<file path="config.mk">
export PLATFORM = sky130hd
export DESIGN_NAME = fetch_stage
export DESIGN_NICKNAME = d
export VERILOG_FILES = /design/src/rtl/fetch_stage.sv
export SDC_FILE = /design/constraint.sdc
export NUM_CORES = 1
export LEC_CHECK = 0
export CAP_MARGIN = 40
export CORE_ASPECT_RATIO = 1.75
export CORE_MARGIN = 2
export CORE_UTILIZATION = 42
export DETAILED_ROUTE_END_ITERATION = 16
export PLACE_DENSITY = 0.85
export SLEW_MARGIN = 15
export SYNTH_ARGS = -nofsm -noshare
export SYNTH_HDL_FRONTEND = slang
export SYNTH_SLANG_ARGS = --single-unit
</file>
<file path="constraint.sdc">
create_clock -name clk -period 2 [get_ports clk]
set_input_delay 0.5 -clock clk [delete_from_list [all_inputs] [get_ports clk]]
set_output_delay 0.5 -clock clk [all_outputs]
set_load 0.1 [all_outputs]
</file>
<file path="src/rtl/fetch_stage.sv">
// Instruction fetch stage: program counter, instruction-memory address, and the IF/ID register.
// A redirect from execute overrides stall on both the PC and IF/ID; flush bubbles IF/ID only.
module fetch_stage #(
  parameter int                  DATA_WIDTH = 32,
  parameter int                  PC_WIDTH   = 32,
  parameter logic [PC_WIDTH-1:0] RESET_PC   = 32'h0000_0000,
  parameter logic [DATA_WIDTH-1:0] NOP_INSTR = 32'h0000_0013
) (
  input  logic                  clk,
  input  logic                  rst_n,
  input  logic                  stall,
  input  logic                  flush,
  input  logic                  pc_src,
  input  logic [PC_WIDTH-1:0]   pc_target,
  output logic [PC_WIDTH-1:0]   imem_addr,
  input  logic [DATA_WIDTH-1:0] imem_data,
  output logic [PC_WIDTH-1:0]   pc_out,
  output logic [PC_WIDTH-1:0]   pc_plus4_out,
  output logic [DATA_WIDTH-1:0] ins_out,
  output logic                  valid_out
);

  typedef struct packed {
    logic [PC_WIDTH-1:0]   pc;
    logic [PC_WIDTH-1:0]   pc4;
    logic [DATA_WIDTH-1:0] ins;
    logic                  vld;
  } ifid_t;

  localparam ifid_t BUBBLE = '{pc: '0, pc4: '0, ins: NOP_INSTR, vld: 1'b0};

  logic [PC_WIDTH-1:0] r_pc;
  logic [PC_WIDTH-1:0] w_pc_plus4;
  logic [PC_WIDTH-1:0] w_target;
  ifid_t               r_ifid;

  // Adder wraps modulo 2^PC_WIDTH; redirect targets are forced word aligned.
  assign w_pc_plus4 = r_pc + PC_WIDTH'(4);
  assign w_target   = pc_target & ~PC_WIDTH'(3);
  assign imem_addr  = r_pc;

  always_ff @(posedge clk or negedge rst_n) begin
    if (!rst_n)      r_pc <= RESET_PC;
    else if (pc_src) r_pc <= w_target;
    else if (!stall) r_pc <= w_pc_plus4;
  end

  always_ff @(posedge clk or negedge rst_n) begin
    if (!rst_n)               r_ifid <= BUBBLE;
    else if (flush || pc_src) r_ifid <= BUBBLE;
    else if (!stall)          r_ifid <= '{pc: r_pc, pc4: w_pc_plus4, ins: imem_data, vld: 1'b1};
  end

  assign pc_out       = r_ifid.pc;
  assign pc_plus4_out = r_ifid.pc4;
  assign ins_out      = r_ifid.ins;
  assign valid_out    = r_ifid.vld;

endmodule

</file>
Yosys cells after proc, flatten, opt, wreduce, memory -nomap -nowiden
Index checks and enable logic that the tools add are counted.
{ "op_classes": {"n_addsub": 1, "multipliers": 0, "div_mod_pow": 0, "magnitude_cmp": 0, "n_eq_ne": 2, "shift": 0, "mux": 4, "bitwise_logic": 0, "reduce_logical": 1} }
{ "ops": {"columns": ["cell", "n"], "rows": [
  ["two-way mux 97 bit", 2],
  ["two-way mux 32 bit", 2],
  ["adder 32 x 3 -> 32 bit (second input constant)", 1],
  ["!= test 2 x 1 -> 1 bit (second input constant)", 2],
  ["logical OR 1 bit", 1]
]} }
{ "totals": {"register_bits": 129, "latchBits": 0, "ramBits": 0, "mem_bits_ro": 0, "inputBits": 69, "output_inout_bits": 129, "elab_cells": 13, "mem_count": 0} }

Logic depth before layout (Yosys ltp)
Gate-level depths: netlist of the first run.
{ "logic_depth": {"depth_word": 3, "mapped_depth": 7} }

Least setup slack after synthesis of the first run
Ideal clock, no wire load.
{ "synth_timing": {"path_kind": "reg-to-reg", "from": "register r_pc[2], in the netlist imem_addr[2]", "to": "register r_pc[20], in the netlist imem_addr[20]", "setup_ps": 82, "t_arrival_ps": 2657, "required_time_ps": 1918, "path_slack_ps": -739, "stages_incl_launch_ff": 7, "path_buffers": 1, "synth_period_minus_slack_ps": 2739, "path_cell_list": "dfrtp_1 ha_1 nand3_2 or3_4 buf_6 or4b_1 a31oi_1"} }
{ "synth_via": {"elab_chain_len": 3} }
{ "synth_lines": {"columns": ["item", "line", "rtl"], "rows": [
  ["from (decl)", "32", "logic [PC_WIDTH-1:0] r_pc;"],
  ["from (signal assigned)", "44", "else if (pc_src) r_pc <= w_target;"],
  ["from (signal assigned)", "45", "else if (!stall) r_pc <= w_pc_plus4;"],
  ["adder 32 x 3 -> 32 bit", "38", "assign w_pc_plus4 = r_pc + PC_WIDTH'(4);"],
  ["two-way mux 32 bit", "45", null],
  ["two-way mux 32 bit", "44", null]
]} }
No other way between the ends. The select of a mux whose other input is x is not followed.
A chain may end at the register's enable or synchronous reset.

Worst setup path in the final report of the first run
{ "layout_timing": {"from": "register r_pc[3], in the netlist imem_addr[3]", "to": "register r_ifid (netlist bit pc_plus4_out[20])"} }
{ "layout_via": {"elab_chain_len": 3} }
{ "layout_lines": {"columns": ["item", "line", "rtl"], "rows": [
  ["adder 32 x 3 -> 32 bit", "38", null],
  ["two-way mux 97 bit", "51", "else if (!stall) r_ifid <= '{pc: r_pc, pc4: w_pc_plus4, ins: imem_data, vld: 1'b1};"],
  ["two-way mux 97 bit", "50", "else if (flush || pc_src) r_ifid <= BUBBLE;"],
  ["to (signal assigned)", "51", null],
  ["to (decl)", "35", "ifid_t r_ifid;"]
]} }
No other way between the ends. The select of a mux whose other input is x is not followed.

==> qor.yml, run 1 <==
floorplanning:
  io_pins: 198
  core.rowCount: 58
  core_um2: 14300
  die_w_um: 95.0
  die-area_um2: 15500
  dieHeight_um: 163
  start_util_pct: 42.5
route:
  viasPerCell: 5.61
  drc_errors: 0
  num_vias: 5731
  routedWlPerCell_um: 19.5
  finalWirelength_um: 19900
  drt_first_iter_violations: 447
  detail-route-antenna-nets: 0
  drt_pass1_iterations: 5
place:
  postPlaceCellArea_um2: 9390
  place_ws_ns: -0.0610
  port_buffers: 189
  dp_hpwl_um: 14200
  dp.cells: 985
  gp_congestion: 0.871
timing:
  fin_hold_ws_ns: 0.0378
  hold_violations: 0
  rsz0062_at_grt: "yes"
  fin_skew_ns: 0.00665
  fin_crit_ns: 1.97
  clock.fmax_ghz: 0.508
  setup-violations-final: 0
  drv_slew: 0
  fin_ws_ns: 0.0305
  fin_crit_sh_pct: 98.5
cells_and_area:
  antenna_cells: 0
  final_cell_count_no_fill: 1021
  final_util_pct: 70.0
  drive_gt1_share_pct: 30.6
  final_area_um2: 10000
  syn2layout_area_growth_pct: 64.6
  nets: 898
critical_path:
  cp.required_ns: 2.34
  cp_max_fo: 5
  critical-path-max-stage-delay_ns: 0.52
  crit_chain: "ha_4, nand3_4, or3_2, or4_1, a31oi_1"
  rr_endpoint: "pc_plus4_out[20]"
  end_kind: "register"
  path_class: "reg -> reg"
  start_kind: "register"
  ff2ff_setup_slack_ns: 0.03
  r2r_cells: 5
  crit_slowest_cell: "or4_1"
  reg2reg_from: "imem_addr[3]"
  cp.arrival_ns: 2.31
yosys:
  synth_edf_count: 0
  netlist_instances: 621
  synthMuxAreaShare_pct: 9.71
  netlist_area_um2: 6080
  synth_cell_type_count: 45
  synth_simple_gate_area_share_pct: 19.4
  async_flop_share_pct: 100
  ys_warn_count: 0
  synth-seq-area-share_pct: 50.7
  synth_compound_area_share_pct: 11.3
  synth_adder_area_share_pct: 0.206
  ys.flop_type: "dfrtp_1"
  ys_ff_latch: 123
  synth-xor-area-share_pct: 3.60
  syn_avg_cell_area_um2: 9.79
  synth_top_family_by_area: "simple AND/OR/NAND/NOR gates"
cts:
  cts_tree: "done"
  cts.clk_slew.worst_paths_ns: 0.06
  cts_made_buffers: 17
  cts.sinks: 123
  htree_levels: 4
  cts.path.max_buffers: 2
  clk_latency_ns: 0.42
  clockRootBuffer: "clkbuf_16"
power:
  intPower_w: 0.00534
  ir_worst_vdd_v: 0.000587
  p_clk_share_pct: 36.3
  combPwrFrac_pct: 29.3
  p_per_area_nw_per_um2: 827
  power_switching_w: 0.00294
  sw_frac_of_total_pct: 35.5
  power_leakage_nw: 4.30
  seq_power_share_pct: 34.4
flow_run:
  drv_cap: 0
global_route:
  track_usage_pct: 25.3
  grt_pass1_wl_um: 30000
  grt_max_degree: 42
  first_global_vias: 5635
  antenna_found_initial: 0
  grt_overflow_total: 0
status:
  status: "finished clean"
min_path:
  hold_class: "in -> async"
[placed cells by master, fill, tap and decap left out, drive strengths merged, types with 5 or more instances in the layout]
| cell | count |
|---|---|
| xnor2 | 21 |
| buf | 179 |
| clkinv | 10 |
| nand3 | 13 |
| nor2 | 90 |
| clkbuf | 17 |
| and3 | 5 |
| or4 | 21 |
| or3 | 12 |
| o31ai | 17 |
| nand4 | 15 |
| nor3 | 11 |
| clkdlybuf4s50 | 64 |
| o21ai | 44 |
| nor4 | 8 |
| and4 | 5 |
| mux2i | 59 |
| conb | 6 |
| a31oi | 22 |
| a21oi | 17 |
| dfrtp | 120 |
| nand2 | 37 |
[worst max-delay path, delay by kind of cell (launching register included)]
family | cells | cell delay, ns
flops | 1 | 0.43
fa+ha+maj | 1 | 0.18
simple gates | 3 | 1.12
compound gates | 1 | 0.16
[state kept, by name, indices dropped and copies added (netlist names)]
register and cells:
imem_addr 30, ins_out 32, pc_out 30, pc_plus4_out 30, valid_out 1
[Yosys cell counts, types with 12 or more instances]
| master | instances | area share (%) |
|---|---|---|
| nand4_1 | 13 | 1.3 |
| buf_2 | 17 | 1.4 |
| a31oi_1 | 22 | 2.3 |
| clkbuf_1 | 30 | 1.9 |
| o31ai_1 | 17 | 2.1 |
| dfrtp_1 | 120 | 49 |
| nand2_1 | 37 | 2.3 |
| a21oi_1 | 17 | 1.4 |
| xnor2_1 | 21 | 3.0 |
| mux2i_1 | 59 | 9.7 |
| nor2_1 | 90 | 5.6 |
| o21ai_0 | 44 | 3.6 |
| nand3_1 | 12 | 0.99 |
| or4_1 | 21 | 2.6 |
[how the worst max path moves through the flow]
stage / startpoint / to / slack, ns
6_report: imem_addr[3] / pc_plus4_out[20] / 0.03
5_1_grt: imem_addr[3] / imem_addr[20] / -0.02
4_1_cts: imem_addr[3] / imem_addr[28] / 0.03
3_5_place_dp: stall / imem_addr[22] / -0.06
3_3_place_gp: stall / imem_addr[26] / 0.03
2_1_floorplan: imem_addr[5] / pc_plus4_out[19] / -0.17
[power groups by stage]
| stage | clock, W | sequential, W | combinational (W) |
|---|---|---|---|
| global placement | 0 | 0.00288 | 0.00238 |
| global route | 0.00313 | 0.00286 | 0.00253 |
| floorplan | 0 | 0.00376 | 0.000557 |
| detailed placement | 0 | 0.00288 | 0.00242 |
| CTS | 0.00303 | 0.00284 | 0.00243 |
| finish | 0.00300 | 0.00285 | 0.00243 |
[logic make-up after synthesis]
kind of cell | count (synthesis)
adder cells (fa/ha/maj) | 1
AND/OR/NAND/NOR | 232
buffers and inverters | 66
XOR/XNOR | 25
multiplexers | 59
other | 1
flip-flops | 123
AO/OA/AOI/OAI | 114
[timing repair]
item / in CTS / in global routing
setup buffers: 0 / 2
endpoints found under the hold margin: 0 / 0
endpoints found under the setup margin: 0 / 11
gates resized for setup: 0 / 3
hold buffers: 0 / 0
[per-layer routing]
| metal | part of all wire, % | wire length [um] | GRT usage [%] | up-vias |
|---|---|---|---|---|
| met5 | 0 | 0 | 0 | - |
| met4 | 3.8 | 748 | 10.7 | 0 |
| met3 | 5.6 | 1100 | 5.07 | 59 |
| met2 | 55 | 11000 | 46.0 | 254 |
| met1 | 35 | 7060 | 28.1 | 2781 |
| li1 | - | - | - | 2637 |
[area by class of cell]
cell class,instances,area (um2)
clock inverters,15,151
multi-input cells,439,2790
well taps,180,225
clock buffers,17,425
flip-flops and latches,123,3170
repair buffers,243,3240
inverters,4,15.0
fillers,974,4280
[per-stage QoR]
| stage | TNS, ns | total power, W |
|---|---|---|
| floorplan | -2.38 | 0.00432 |
| global placement | 0 | 0.00526 |
| detailed placement | -0.0991 | 0.00530 |
| CTS | 0 | 0.00830 |
| global route | -0.0492 | 0.00852 |
| finish | 0 | 0.00828 |
Power figures use the tool's default switching activity.
==> run 2, diff against run 1 <==
HOLD_SLACK_MARGIN = 0.08   (was not set)
==> run 2 against run 1 <==
Compared with the run above: core utilization hardly changed; clock power hardly changed; via count is 0.17% higher; global-route usage hardly changed; sequential power hardly changed; wire length is 0.43% higher; setup slack better by 0.0020 ns; non-clock buffer count is 1 higher; cell count hardly changed; critical path type unchanged; critical endpoint unchanged; largest power group unchanged.
==> qor.yml, run 2 (same netlist as run 1, synthesis figures left out) <==
cells_and_area:
  final_cell_count_no_fill: 1022  # +0.098%
  final_util_pct: 70.1  # about the same
  antenna_cells: 0  # unchanged
  drive_gt1_share_pct: 30.4  # -0.16 points
  largest_reg_flops: 32  # unchanged
  final_cell_mix: "buf_12 (100), dfrtp_1 (92), nor2_1 (89)"
  layout_commonest_cell: "buf_12"
  syn2layout_area_growth_pct: 64.7  # about the same
  nets: 899  # +0.11%
global_route:
  first_global_vias: 5631  # -0.071%
  antenna_found_initial: 0  # unchanged
  grt_max_degree: 42  # unchanged
  grt_pass1_wl_um: 30000  # about the same
  grt_overflow_total: 0  # unchanged
  track_usage_pct: 25.3  # about the same
timing:
  fin_crit_sh_pct: 98.4  # -0.10 points
  drv_slew: 0  # unchanged
  clock.fmax_ghz: 0.508  # +0.10%
  fin_skew_ns: 0.00705  # +0.000399 ns
  rsz0062_at_grt: "yes"
  fin_crit_ns: 1.97  # -0.00204 ns
  fin_ws_ns: 0.0326  # +0.00204 ns
  hold_violations: 0  # unchanged
  setup-violations-final: 0  # unchanged
  finalSetupTns_ns: 0  # unchanged
critical_path:
  crit_chain: "ha_4, nand3_4, or3_2, or4_1, a31oi_1"
  path_class: "reg -> reg"
  startpoint: "imem_addr[3]"
  cp.required_ns: 2.34  # about the same
  reg2reg_from: "imem_addr[3]"
  critical-path-max-stage-delay_ns: 0.52  # about the same
  cp_max_fo: 5  # unchanged
  crit_slowest_cell: "or4_1"
  start_kind: "register"
  cp.arrival_ns: 2.31  # about the same
  end_kind: "register"
power:
  sw_frac_of_total_pct: 35.5  # about the same
  seq_power_share_pct: 34.4  # about the same
  ir_worst_vdd_v: 0.000586  # -0.16%
  intPower_w: 0.00534  # about the same
  p_per_area_nw_per_um2: 827  # about the same
  p_clk_share_pct: 36.3  # about the same
  power_leakage_nw: 4.30  # about the same
  power_switching_w: 0.00294  # +0.13%
  combPwrFrac_pct: 29.3  # about the same
cts:
  cts_tree: "done"
  htree_levels: 4  # unchanged
  clockRootBuffer: "clkbuf_16"
  cts.clk_slew.worst_paths_ns: 0.06  # about the same
  cts.path.max_buffers: 2  # unchanged
  cts.sinks: 123  # unchanged
  clk_latency_ns: 0.42  # about the same
  cts_made_buffers: 17  # unchanged
place:
  dp_hpwl_um: 14200  # unchanged
  place_ws_ns: -0.0610  # unchanged
  gp_congestion: 0.871  # unchanged
  port_buffers: 189  # unchanged
  dp.cells: 985  # unchanged
floorplanning:
  io_pins: 198  # unchanged
  die_w_um: 95.0  # unchanged
  core_um2: 14300  # unchanged
  core.rowCount: 58  # unchanged
  start_util_pct: 42.5  # unchanged
  dieHeight_um: 163  # unchanged
  die-area_um2: 15500  # unchanged
route:
  drc_errors: 0  # unchanged
  finalWirelength_um: 20000  # +0.43%
  routedWlPerCell_um: 19.5  # +0.33%
  detail-route-antenna-nets: 0  # unchanged
  num_vias: 5741  # +0.17%
  drt_first_iter_violations: 371  # -17%
  drt_pass1_iterations: 5  # unchanged
  viasPerCell: 5.62  # about the same
status:
  status: "finished clean"
min_path:
  hold_class: "reg -> reg"
  min-delay-start: "ins_out[3]"
flow_run:
  drv_cap: 0  # unchanged
run 2: cell count changes in the layout (fill, tap and decap cells not counted), sizes merged:
cell / delta
dlygate4sd3: +1
run 2: worst max-delay path, delay by kind of cell, from the launching register on:
family	cells	cell delay, ns
AND/OR/NAND/NOR	3	1.12
flip-flops	1	0.43
adder cells (fa/ha/maj)	1	0.18
AO/OA/AOI/OAI	1	0.16
run 2: power groups by stage:
stage               clock network, W  registers [W]  logic [W]
detailed placement                 0        0.00288    0.00242
global placement                   0        0.00288    0.00238
floorplan                          0        0.00376   0.000557
finish                       0.00300        0.00285    0.00243
global route                 0.00313        0.00286    0.00253
CTS                          0.00303        0.00284    0.00243
run 2: per-stage QoR:
step | instance area, um2 | hold WS [ns] | total power, W
after CTS | 9980 | 0.507 | 0.00830
after floorplan | 6300 | 0.204 | 0.00432
final | 10000 | 0.518 | 0.00828
after global routing | 10000 | 0.539 | 0.00852
after global placement | 9390 | 0.476 | 0.00526
after detailed placement | 9390 | 0.481 | 0.00530
run 2: repair_timing:
action	4_1_cts	5_1_grt
resized for setup	0	2
endpoints found under the setup margin	0	11
setup buffers	0	2
endpoints found under the hold margin	28	0
hold buffers	1	0
run 2: layer usage:
layer	share of wire, %	global-route usage (%)	up-vias
met5	0	0	-
met4	3.6	10.7	0
met3	5.2	5.17	53
met2	55	46.0	251
met1	36	28.1	2796
li1	-	-	2641
run 2: cell type report:
cell class,instances,area [um2]
Tap cell,180,225
Sequential cell,123,3170
Clock buffer,17,425
Clock inverter,15,151
Fill cell,973,4280
Inverter,4,15.0
Multi-Input combinational cell,439,2790
Timing Repair Buffer,244,3250
run 2: final timing paths:
check,to,slack (ns),depth (start not counted)
worst max-delay path,pc_plus4_out[20],0.03,5
worst min-delay path,ins_out[3],0.52,2
worst max register to register,pc_plus4_out[20],0.03,5
worst min register to register,ins_out[3],0.52,2
max in group asynchronous,imem_addr[12],0.74,3
min in group asynchronous,pc_out[12],0.58,2
